### src/rtl/btb_pkg.sv
// Shared definitions for the branch target buffer.
//   ctr_e       : 2-bit saturating direction counter encoding
//   BTB_ENTRIES : default number of direct-mapped entries
//   PC_INC      : fall-through increment used for the not-taken redirect PC
package btb_pkg;

  typedef enum logic [1:0] {
    SNT = 2'b00,
    WNT = 2'b01,
    WT  = 2'b10,
    ST  = 2'b11
  } ctr_e;

  localparam int unsigned BTB_ENTRIES = 16;
  localparam logic [31:0] PC_INC      = 32'd4;

  // The counter MSB alone separates the taken states (WT, ST) from the rest.
  function automatic logic ctr_taken(input ctr_e c);
    return c[1];
  endfunction

endpackage

### src/rtl/branch_target_buffer_if.sv
// Bus between the fetch/decode pipeline and the branch target buffer.
//   master : pipeline side (drives the fetch PC and resolved-branch update)
//   slave  : BTB side (returns the prediction and the mispredict redirect)
// Optional: BTB_STATS_EN adds BranchCount / MispredictCount.
interface branch_target_buffer_if;

  logic [31:0] FetchPC;
  logic        PredTaken;
  logic [31:0] PredTarget;
  logic        UpdateValid;
  logic [31:0] UpdatePC;
  logic [31:0] UpdateTarget;
  logic        BranchResult;
  logic        UpdPredTaken;
  logic [31:0] UpdPredTarget;
  logic        Mispredict;
  logic [31:0] CorrectPC;
`ifdef BTB_STATS_EN
  logic [31:0] BranchCount;
  logic [31:0] MispredictCount;

  modport master (
    output FetchPC, UpdateValid, UpdatePC, UpdateTarget, BranchResult,
           UpdPredTaken, UpdPredTarget,
    input  PredTaken, PredTarget, Mispredict, CorrectPC,
           BranchCount, MispredictCount
  );

  modport slave (
    input  FetchPC, UpdateValid, UpdatePC, UpdateTarget, BranchResult,
           UpdPredTaken, UpdPredTarget,
    output PredTaken, PredTarget, Mispredict, CorrectPC,
           BranchCount, MispredictCount
  );
`else
  modport master (
    output FetchPC, UpdateValid, UpdatePC, UpdateTarget, BranchResult,
           UpdPredTaken, UpdPredTarget,
    input  PredTaken, PredTarget, Mispredict, CorrectPC
  );

  modport slave (
    input  FetchPC, UpdateValid, UpdatePC, UpdateTarget, BranchResult,
           UpdPredTaken, UpdPredTarget,
    output PredTaken, PredTarget, Mispredict, CorrectPC
  );
`endif

endinterface

### src/rtl/branch_target_buffer_sat_counter2.sv
// Next-state logic for the 2-bit saturating direction counter.
//   state : current counter value
//   taken : resolved branch direction
//   next  : counter value after training on this outcome
module sat_counter2
  import btb_pkg::*;
(
  input  ctr_e state,
  input  logic taken,
  output ctr_e next
);

  always_comb begin
    next = state;
    unique case (state)
      SNT: next = taken ? WNT : SNT;
      WNT: next = taken ? WT  : SNT;
      WT:  next = taken ? ST  : WNT;
      ST:  next = taken ? ST  : WT;
      default: next = state;
    endcase
  end

endmodule

### src/rtl/branch_target_buffer.sv
// Direct-mapped branch target buffer with 2-bit direction counters.
//   Clk : rising-edge clock
//   Rst : asynchronous active-low reset
//   bus : branch_target_buffer_if.slave
//         lookup  : FetchPC -> PredTaken, PredTarget (combinational)
//         update  : UpdateValid/UpdatePC/UpdateTarget/BranchResult train the
//                   table on the rising edge; UpdPredTaken/UpdPredTarget are
//                   compared against the outcome to raise Mispredict and
//                   CorrectPC (combinational)
// Optional: BTB_STATS_EN adds saturating BranchCount / MispredictCount.
module branch_target_buffer
  import btb_pkg::*;
#(
  parameter int ENTRIES = BTB_ENTRIES,
  parameter int IDX_W   = 4
) (
  input  logic                  Clk,
  input  logic                  Rst,
  branch_target_buffer_if.slave bus
);

  localparam int TAG_W = 30 - IDX_W;

  logic             valid   [ENTRIES];
  ctr_e             ctr     [ENTRIES];
  logic [TAG_W-1:0] tag_mem [ENTRIES];
  logic [31:0]      tgt_mem [ENTRIES];

  logic [IDX_W-1:0] fetch_idx;
  logic [TAG_W-1:0] fetch_tag;
  logic             fetch_hit;

  logic [IDX_W-1:0] upd_idx;
  logic [TAG_W-1:0] upd_tag;
  logic             upd_hit;
  ctr_e             ctr_next;
  logic             mispredict;

  // Byte offset of the PC never selects anything.
  logic unused_fetch_lsb;
  assign unused_fetch_lsb = ^bus.FetchPC[1:0];

  // Lookup reads the stored arrays directly, so an update on the same index
  // in the same cycle is seen only after the edge.
  assign fetch_idx = bus.FetchPC[IDX_W+1:2];
  assign fetch_tag = bus.FetchPC[31:IDX_W+2];
  assign fetch_hit = valid[fetch_idx] && (tag_mem[fetch_idx] == fetch_tag);

  assign bus.PredTaken  = fetch_hit && ctr_taken(ctr[fetch_idx]);
  assign bus.PredTarget = fetch_hit ? tgt_mem[fetch_idx] : 32'd0;

  assign upd_idx = bus.UpdatePC[IDX_W+1:2];
  assign upd_tag = bus.UpdatePC[31:IDX_W+2];
  assign upd_hit = valid[upd_idx] && (tag_mem[upd_idx] == upd_tag);

  sat_counter2 u_sat_counter2 (
    .state (ctr[upd_idx]),
    .taken (bus.BranchResult),
    .next  (ctr_next)
  );

  // Qualified by Rst so an update presented while reset is held neither
  // flushes the pipeline nor counts as a mispredict.
  assign mispredict = Rst && bus.UpdateValid &&
                      ((bus.BranchResult != bus.UpdPredTaken) ||
                       (bus.BranchResult && bus.UpdPredTaken &&
                        (bus.UpdPredTarget != bus.UpdateTarget)));

  assign bus.Mispredict = mispredict;
  assign bus.CorrectPC  = bus.BranchResult ? bus.UpdateTarget
                                           : bus.UpdatePC + PC_INC;

  // Valid bits and counters carry reset state; a miss that resolves
  // not-taken leaves the table untouched.
  always_ff @(posedge Clk or negedge Rst) begin
    if (!Rst) begin
      for (int i = 0; i < ENTRIES; i++) begin
        valid[i] <= 1'b0;
        ctr[i]   <= WNT;
      end
    end else if (bus.UpdateValid) begin
      if (upd_hit) begin
        ctr[upd_idx] <= ctr_next;
      end else if (bus.BranchResult) begin
        valid[upd_idx] <= 1'b1;
        ctr[upd_idx]   <= WT;
      end
    end
  end

  // Tags and targets need no reset: they are only observed through a valid
  // entry. Any taken outcome writes the target, whether hit or allocate.
  always_ff @(posedge Clk) begin
    if (Rst && bus.UpdateValid && bus.BranchResult) begin
      tgt_mem[upd_idx] <= bus.UpdateTarget;
      if (!upd_hit) begin
        tag_mem[upd_idx] <= upd_tag;
      end
    end
  end

`ifdef BTB_STATS_EN
  logic [31:0] branch_cnt;
  logic [31:0] mispred_cnt;

  always_ff @(posedge Clk or negedge Rst) begin
    if (!Rst) begin
      branch_cnt  <= 32'd0;
      mispred_cnt <= 32'd0;
    end else begin
      if (bus.UpdateValid && (branch_cnt != 32'hFFFF_FFFF)) begin
        branch_cnt <= branch_cnt + 32'd1;
      end
      if (mispredict && (mispred_cnt != 32'hFFFF_FFFF)) begin
        mispred_cnt <= mispred_cnt + 32'd1;
      end
    end
  end

  assign bus.BranchCount     = branch_cnt;
  assign bus.MispredictCount = mispred_cnt;
`endif

endmodule

### src/flat_wrapper.sv
// flat-port wrapper written by rule: the top's interface ports become plain ports
module branch_target_buffer_flat import btb_pkg::*;
#(
  parameter int ENTRIES = BTB_ENTRIES,
  parameter int IDX_W   = 4
)
  (Clk, Rst, bus_FetchPC, bus_UpdateValid, bus_UpdatePC, bus_UpdateTarget, bus_BranchResult, bus_UpdPredTaken, bus_UpdPredTarget, bus_PredTaken, bus_PredTarget, bus_Mispredict, bus_CorrectPC);
  branch_target_buffer_if bus_i ();
  input  logic Clk;
  input  logic Rst;
  input wire logic [$bits(bus_i.FetchPC)-1:0] bus_FetchPC;
  input wire logic [$bits(bus_i.UpdateValid)-1:0] bus_UpdateValid;
  input wire logic [$bits(bus_i.UpdatePC)-1:0] bus_UpdatePC;
  input wire logic [$bits(bus_i.UpdateTarget)-1:0] bus_UpdateTarget;
  input wire logic [$bits(bus_i.BranchResult)-1:0] bus_BranchResult;
  input wire logic [$bits(bus_i.UpdPredTaken)-1:0] bus_UpdPredTaken;
  input wire logic [$bits(bus_i.UpdPredTarget)-1:0] bus_UpdPredTarget;
  output wire logic [$bits(bus_i.PredTaken)-1:0] bus_PredTaken;
  output wire logic [$bits(bus_i.PredTarget)-1:0] bus_PredTarget;
  output wire logic [$bits(bus_i.Mispredict)-1:0] bus_Mispredict;
  output wire logic [$bits(bus_i.CorrectPC)-1:0] bus_CorrectPC;
  assign bus_i.FetchPC = bus_FetchPC;
  assign bus_i.UpdateValid = bus_UpdateValid;
  assign bus_i.UpdatePC = bus_UpdatePC;
  assign bus_i.UpdateTarget = bus_UpdateTarget;
  assign bus_i.BranchResult = bus_BranchResult;
  assign bus_i.UpdPredTaken = bus_UpdPredTaken;
  assign bus_i.UpdPredTarget = bus_UpdPredTarget;
  assign bus_PredTaken = bus_i.PredTaken;
  assign bus_PredTarget = bus_i.PredTarget;
  assign bus_Mispredict = bus_i.Mispredict;
  assign bus_CorrectPC = bus_i.CorrectPC;
  branch_target_buffer #(.ENTRIES(ENTRIES), .IDX_W(IDX_W)) u_core (.Clk(Clk), .Rst(Rst), .bus(bus_i));
endmodule
### config.mk
export PLATFORM = sky130hd
export DESIGN_NAME = branch_target_buffer_flat
export DESIGN_NICKNAME = d
export VERILOG_FILES = /design/src/rtl/btb_pkg.sv /design/src/rtl/branch_target_buffer_if.sv /design/src/rtl/branch_target_buffer_sat_counter2.sv /design/src/rtl/branch_target_buffer.sv /design/src/flat_wrapper.sv
export SDC_FILE = /design/constraint.sdc
export NUM_CORES = 1
export LEC_CHECK = 0
export CORE_MARGIN = 1
export CORE_UTILIZATION = 50
export CTS_CLUSTER_SIZE = 25
export DETAILED_ROUTE_END_ITERATION = 12
export DONT_BUFFER_PORTS = 1
export PLACE_DENSITY = 0.72
export SKIP_CTS_REPAIR_TIMING = 1
export SLEW_MARGIN = 20
export SYNTH_ARGS = -nofsm -noshare
export SYNTH_HDL_FRONTEND = slang
export SYNTH_HIERARCHICAL = 1
export SYNTH_SLANG_ARGS = --single-unit
### constraint.sdc
create_clock -name Clk -period 5 [get_ports Clk]
set_input_delay 1 -clock Clk [delete_from_list [all_inputs] [get_ports Clk]]
set_output_delay 1 -clock Clk [all_outputs]
set_load 0.005 [all_outputs]
Yosys cells after proc, flatten, opt, wreduce, memory -nomap -nowiden
Memory sizes are Yosys's and may differ from the RTL's.
Index checks and enable logic that the tools add are counted.
- add/sub/neg operators: 1
- magnitude comparators: 3
- equality and inequality tests: 7
- multiplexer cells: 31
- bitwise operators: 7
- reduce and logical (&&, ||, !) cells: 14
- operators by type and width (kind ; number):
    32-bit two-way mux ; 4
    26-bit == test ; 2
    32-bit by 3-bit adder with 32-bit output (second input constant) ; 1
    32-bit bitwise mux ; 1
    32-bit != test ; 1
    16-bit OR ; 2
    16-bit AND ; 1
    2-bit binary-select mux with 4-bit select ; 2
    16-bit NOT ; 1
    2-bit two-way mux ; 7
    1-bit two-way mux ; 12
    5-bit greater-or-equal comparator (second input constant) ; 2
    4-bit NOT with 5-bit output ; 2
    1-bit logical AND ; 9
    1-bit binary-select mux with 4-bit select ; 2
    2-bit demux with 4-bit select ; 1
    2-bit case mux with 4 select lines ; 1
    5-bit by 1-bit less-than comparator with 1-bit output (second input constant) ; 1
    1-bit demux with 4-bit select ; 1
    2-bit == test (second input constant) ; 2
    3-bit AND reduction ; 1
    2-bit by 1-bit == test with 1-bit output (second input constant) ; 1
    2-bit logical NOT ; 1
    2-bit AND reduction ; 1
    4 further kinds ; 4
- bits in registers: 48
- memory bits (writable): 928
- input port bits: 133
- output and inout bits: 66
- word-level logic and storage cells: 97
- memories kept: 2
- memory list (name ; words ; width ; read ports ; clocked after Yosys merged registers in ; wr ports ; RTL line ; source):
    u_core.tgt_mem ; 16 ; 32 ; 1 ; 0 ; 1 ; branch_target_buffer.sv:27 ; logic [31:0] tgt_mem [ENTRIES];
    u_core.tag_mem ; 16 ; 26 ; 2 ; 0 ; 1 ; branch_target_buffer.sv:26 ; logic [TAG_W-1:0] tag_mem [ENTRIES];

Depth between registers and ports, before layout
- depth in word-level cells: 9
- mapped depth: 15

Hierarchy
The synthesis kept the hierarchy.
- modules (own cells, without submodules) (module ; instances ; cells each ; area each (sq um) ; seq. area each (sq um)):
    branch_target_buffer ; 1 ; 2310 ; 44064.8 ; 29087.9
    sat_counter2 ; 1 ; 3 ; 26.3 ; 0.0

Least setup slack after synthesis
OpenSTA, ideal clock, no wires.
- kind: input to output
- start point: input port bus_FetchPC[2]
- end point: output port bus_PredTaken
- data arrival time: 3.741 ns
- slack: 0.259 ns
- stages on the path: 9
- cell sequence: clkbuf_1 buf_2 buf_2 buf_2 clkbuf_1 buf_2 mux4_2 mux4_2 nor2b_1
- longest elaborated chain between the ends: 6
- RTL lines (item ; RTL line ; source):
    start, declared ; flat_wrapper.sv:11 ; input wire logic [$bits(bus_i.FetchPC)-1:0] bus_FetchPC;
    parallel branches: the longest is 5 deep, another holds memory read 16 x 26 bit ; -- ;
    1-bit logical AND (*) ; branch_target_buffer.sv:49 ; assign bus.PredTaken = fetch_hit && ctr_taken(ctr[fetch_idx]);
    end, declared ; flat_wrapper.sv:18 ; output wire logic [$bits(bus_i.PredTaken)-1:0] bus_PredTaken;
Every way passes the cells marked *. The select of a mux whose other input is x is not followed.

Worst setup path in the final report
- start point: input port bus_FetchPC[2]
- end point: output port bus_PredTarget[18]
- longest elaborated chain between the ends: 6
- RTL lines (item ; RTL line ; source):
    parallel branches: the longest is 5 deep, another holds memory read 16 x 26 bit ; -- ;
    32-bit two-way mux (*) ; branch_target_buffer.sv:50 ; assign bus.PredTarget = fetch_hit ? tgt_mem[fetch_idx] : 32'd0;
    end, declared ; flat_wrapper.sv:19 ; output wire logic [$bits(bus_i.PredTarget)-1:0] bus_PredTarget;
Marked as above.

==> metrics.md <==
| Metric | Value |
|---|---|
| Slew @ Worst Pin | 1130 ps |
| Failing checks | negative setup slack |
| Share of layout cells above drive strength 1 | 28.4% |
| Hold slack | 152 ps |
| Synth async-reset ratio | 4.92% |
| Routed Wire Length | 120 mm |
| Sw frac | 21.1% |
| Worst endpoint required time | 4000 ps |
| Clk pwr share | 41.6% |
| Clk buf depth | 3 |
| Pins over their slew limit | 0 |
| Fin. Hold Viols | 0 |
| Peak VDD IR | 0.000359 V |
| PwrDens | 358 mW/mm^2 |
| Post-DRT Antenna Nets | 0 |
| Placer Congestion | 0.853 |
| Leakage | 15.3 nW |
| Synthesized cell area | 0.0441 mm^2 |
| Initial antenna violation count | 2 |
| Psw | 3.68 mW |
| Setup Crit Path Kind | input port to output port |
| Yosys warns | 6 |
| Unrepaired setup endpoints after global routing | false |
| Initial Utilization | 50.7% |
| DPL Wire Length | 68.2 mm |
| Area grow syn2layout | 10.4% |
| # setup viols final | 4 |
| GRT Overall Usage | 26.8% |
| Sequential element share of the synthesized area | 66.0% |
| Final worst path period share | 101% |
| Combinational power share | 5.9% |
| Drt drc | 0 |
| Max_slew headroom | 24.6% |
| Clk_lat worst skew | 700 ps |
| Syn Area/Cell | 19.1 um^2 |
| TritonCTS sink count | 976 |
| CTS tree | built |
| Worst min-delay path class | input port to asynchronous set/reset pin |
| Vias per inst | 6.83 |
| TNS Setup | -169 ps |
| Final core occ | 55.9% |
| Setup WS post-layout | -58.5 ps |
| Input/output buffers | 0 |
| Status | finished with violations |
| Distinct cells, synth | 72 |
| Vias | 24.3k |
| Clk pin slew, worst setup/hold paths | 60 ps |
| Share of the synthesized area in the top cell type | 63.2% |
| Post-Syn Instances | 2313 |
| Clock skew | 36.3 ps |
| DRT Pass-1 Iters | 5 |
| Cell taking the most area after synthesis | edfxtp_1 |
| Flop pwr share | 52.5% |
| Fmax | 198 MHz |
| Num CTS Buffers | 99 |
| Ys flop type | edfxtp_1 |
| Total grt overflow | 0 |
| Die area | 0.0894 mm^2 |
| Worst setup SP type | input port |
| Syn Nets | 2451 |
| Core Area | 0.0870 mm^2 |
| Chip Width | 299 um |
| Synth Register Bits | 976 |
| Die Span Y | 299 um |
| DR iter-0 viols | 3700 |
| Vias in the first global route | 24.4k |
| CP max FO | 240 |
| Met1 Track Usage GR | 36.6% |
| Final min period | 5060 ps |
| Cell-internal power | 13.7 mW |
| Wire length of the first global-routing pass | 171 mm |
| CP arrival | 4060 ps |
| Top-count cell post-synth | edfxtp_1 |
| Met3 Usage GRT | 5.87% |
| Pin count of the biggest net entering global routing | 241 |
| Global route hottest layer | met2 |
| IO Count | 199 |
| Fin nets | 2455 |
| Met2 usage | 44.2% |
| DR WL/cell | 33.7 um |
| Setup WS pre-CTS | 151 ps |
| Number of flops mapped to enable cells by yosys | 928 |
| Total power | 17.4 mW |
| Clock root buffer | clkbuf_16 |
| Row cnt | 108 |
| Critical Path End Type | output port |
| Top post-synthesis cells by area | edfxtp_1 (63%), mux4_2 (20%), dfrtp_1 (1.8%) |
| Commonest cells post-synth | edfxtp_1 (928), mux4_2 (392), nand2_1 (88) |
| Clock H-tree levels | 3 |
| Max_cap viols | 0 |
==> sequential cells by signal (all words and copies together), names as in the netlist <==
signal          cells
u_core/ctr         32
u_core/tag_mem    416
u_core/valid       16
u_core/tgt_mem    512
==> metrics by stage <==
step / cells / instance area, um^2
2_1_floorplan: 2313 / 44100
3_3_place_gp: 3369 / 45500
3_5_place_dp: 3369 / 45500
4_1_cts: 3550 / 48600
5_1_grt: 3552 / 48700
6_report: 3554 / 48700
==> layout make-up <==
class | instances | area [um^2]
fillers | 6420 | 38300
diodes | 2 | 5.00
inverters | 12 | 45.0
well taps | 1155 | 1450
clock buffers | 118 | 2570
repair buffers | 69 | 736
clock inverters | 63 | 604
multi-input cells | 1159 | 14200
flip-flops and latches | 976 | 29100
==> power by group through the flow <==
stage          combinational (mW)  clock [mW]  sequential (mW)
2_1_floorplan               0.934           0             9.29
3_3_place_gp                0.979           0             9.30
3_5_place_dp                0.992           0             9.31
4_1_cts                      1.00        7.31             9.14
5_1_grt                      1.06        7.60             9.15
6_report                     1.02        7.25             9.14
==> placed cells by master, fill, tap and decap left out, types with 8 or more instances in the layout <==
cell         n
buf_4       50
xor2_1      34
clkbuf_16  100
o21a_1      10
nor4_1      17
nor3_1      16
o21ai_0     63
o211ai_1    17
nand3_1     29
mux2_2       8
and2_1       8
mux2i_1     77
clkinv_1    23
inv_1       10
edfxtp_1   928
nor2_1      45
nand4_1     22
a31o_2      16
o211a_1      8
buf_12      17
a22oi_1     21
nand2_1     88
mux4_2     392
dfrtp_1     32
xnor2_1     77
dfstp_2     16
and3_1      18
and2_2      14
a21oi_1     19
and3_2      15
clkbuf_1    18
clkinv_2    20
nor2b_1     61
==> metal layers <==
layer / vias up / share of wire (%)
li1: 9638 / -
met1: 13000 / 37
met2: 1457 / 50
met3: 192 / 10
met4: 0 / 2.4
met5: - / 0
==> worst max-delay path, stage by stage <==
cell	delay, ps
mux4_2	600
mux4_2	570
xnor2_1	190
nand4_1	130
nor3_1	320
nand4_1	360
buf_12	300
nor2b_1	190
buf_4	140
==> kinds of logic (layout without fill, tap and decap cells) <==
family,after synthesis,after routing,synth area share (%)
other,0,2,0
AOI/OAI and AO/OA,205,205,3.24
buffers and inverters,178,262,1.98
muxes,481,481,22.2
adders and majority gates,7,7,0.193
DFF,976,976,66.0
and+or+nand+nor,355,355,4.20
xor gates and xnor gates,111,111,2.20
==> path summary, 6_finish.rpt <==
| path | startpoint | to | slack (ps) | cells past startpoint |
|---|---|---|---|---|
| worst max-delay path | bus_FetchPC[2] | bus_PredTarget[18] | -60 | 9 |
| worst min-delay path | Rst | u_core/ctr[22] | 150 | 0 |
| worst max register to register | u_core/tag_mem[9][14] | u_core/tag_mem[10][10] | 1030 | 9 |
| worst min register to register | u_core/valid[13] | u_core/valid[13] | 490 | 1 |
| max in group asynchronous | Rst | u_core/ctr[3] | 3580 | 1 |
| min in group Clk | bus_UpdateTarget[19] | u_core/tgt_mem[1][19] | 400 | 0 |
(Power assumes the default switching activity.)
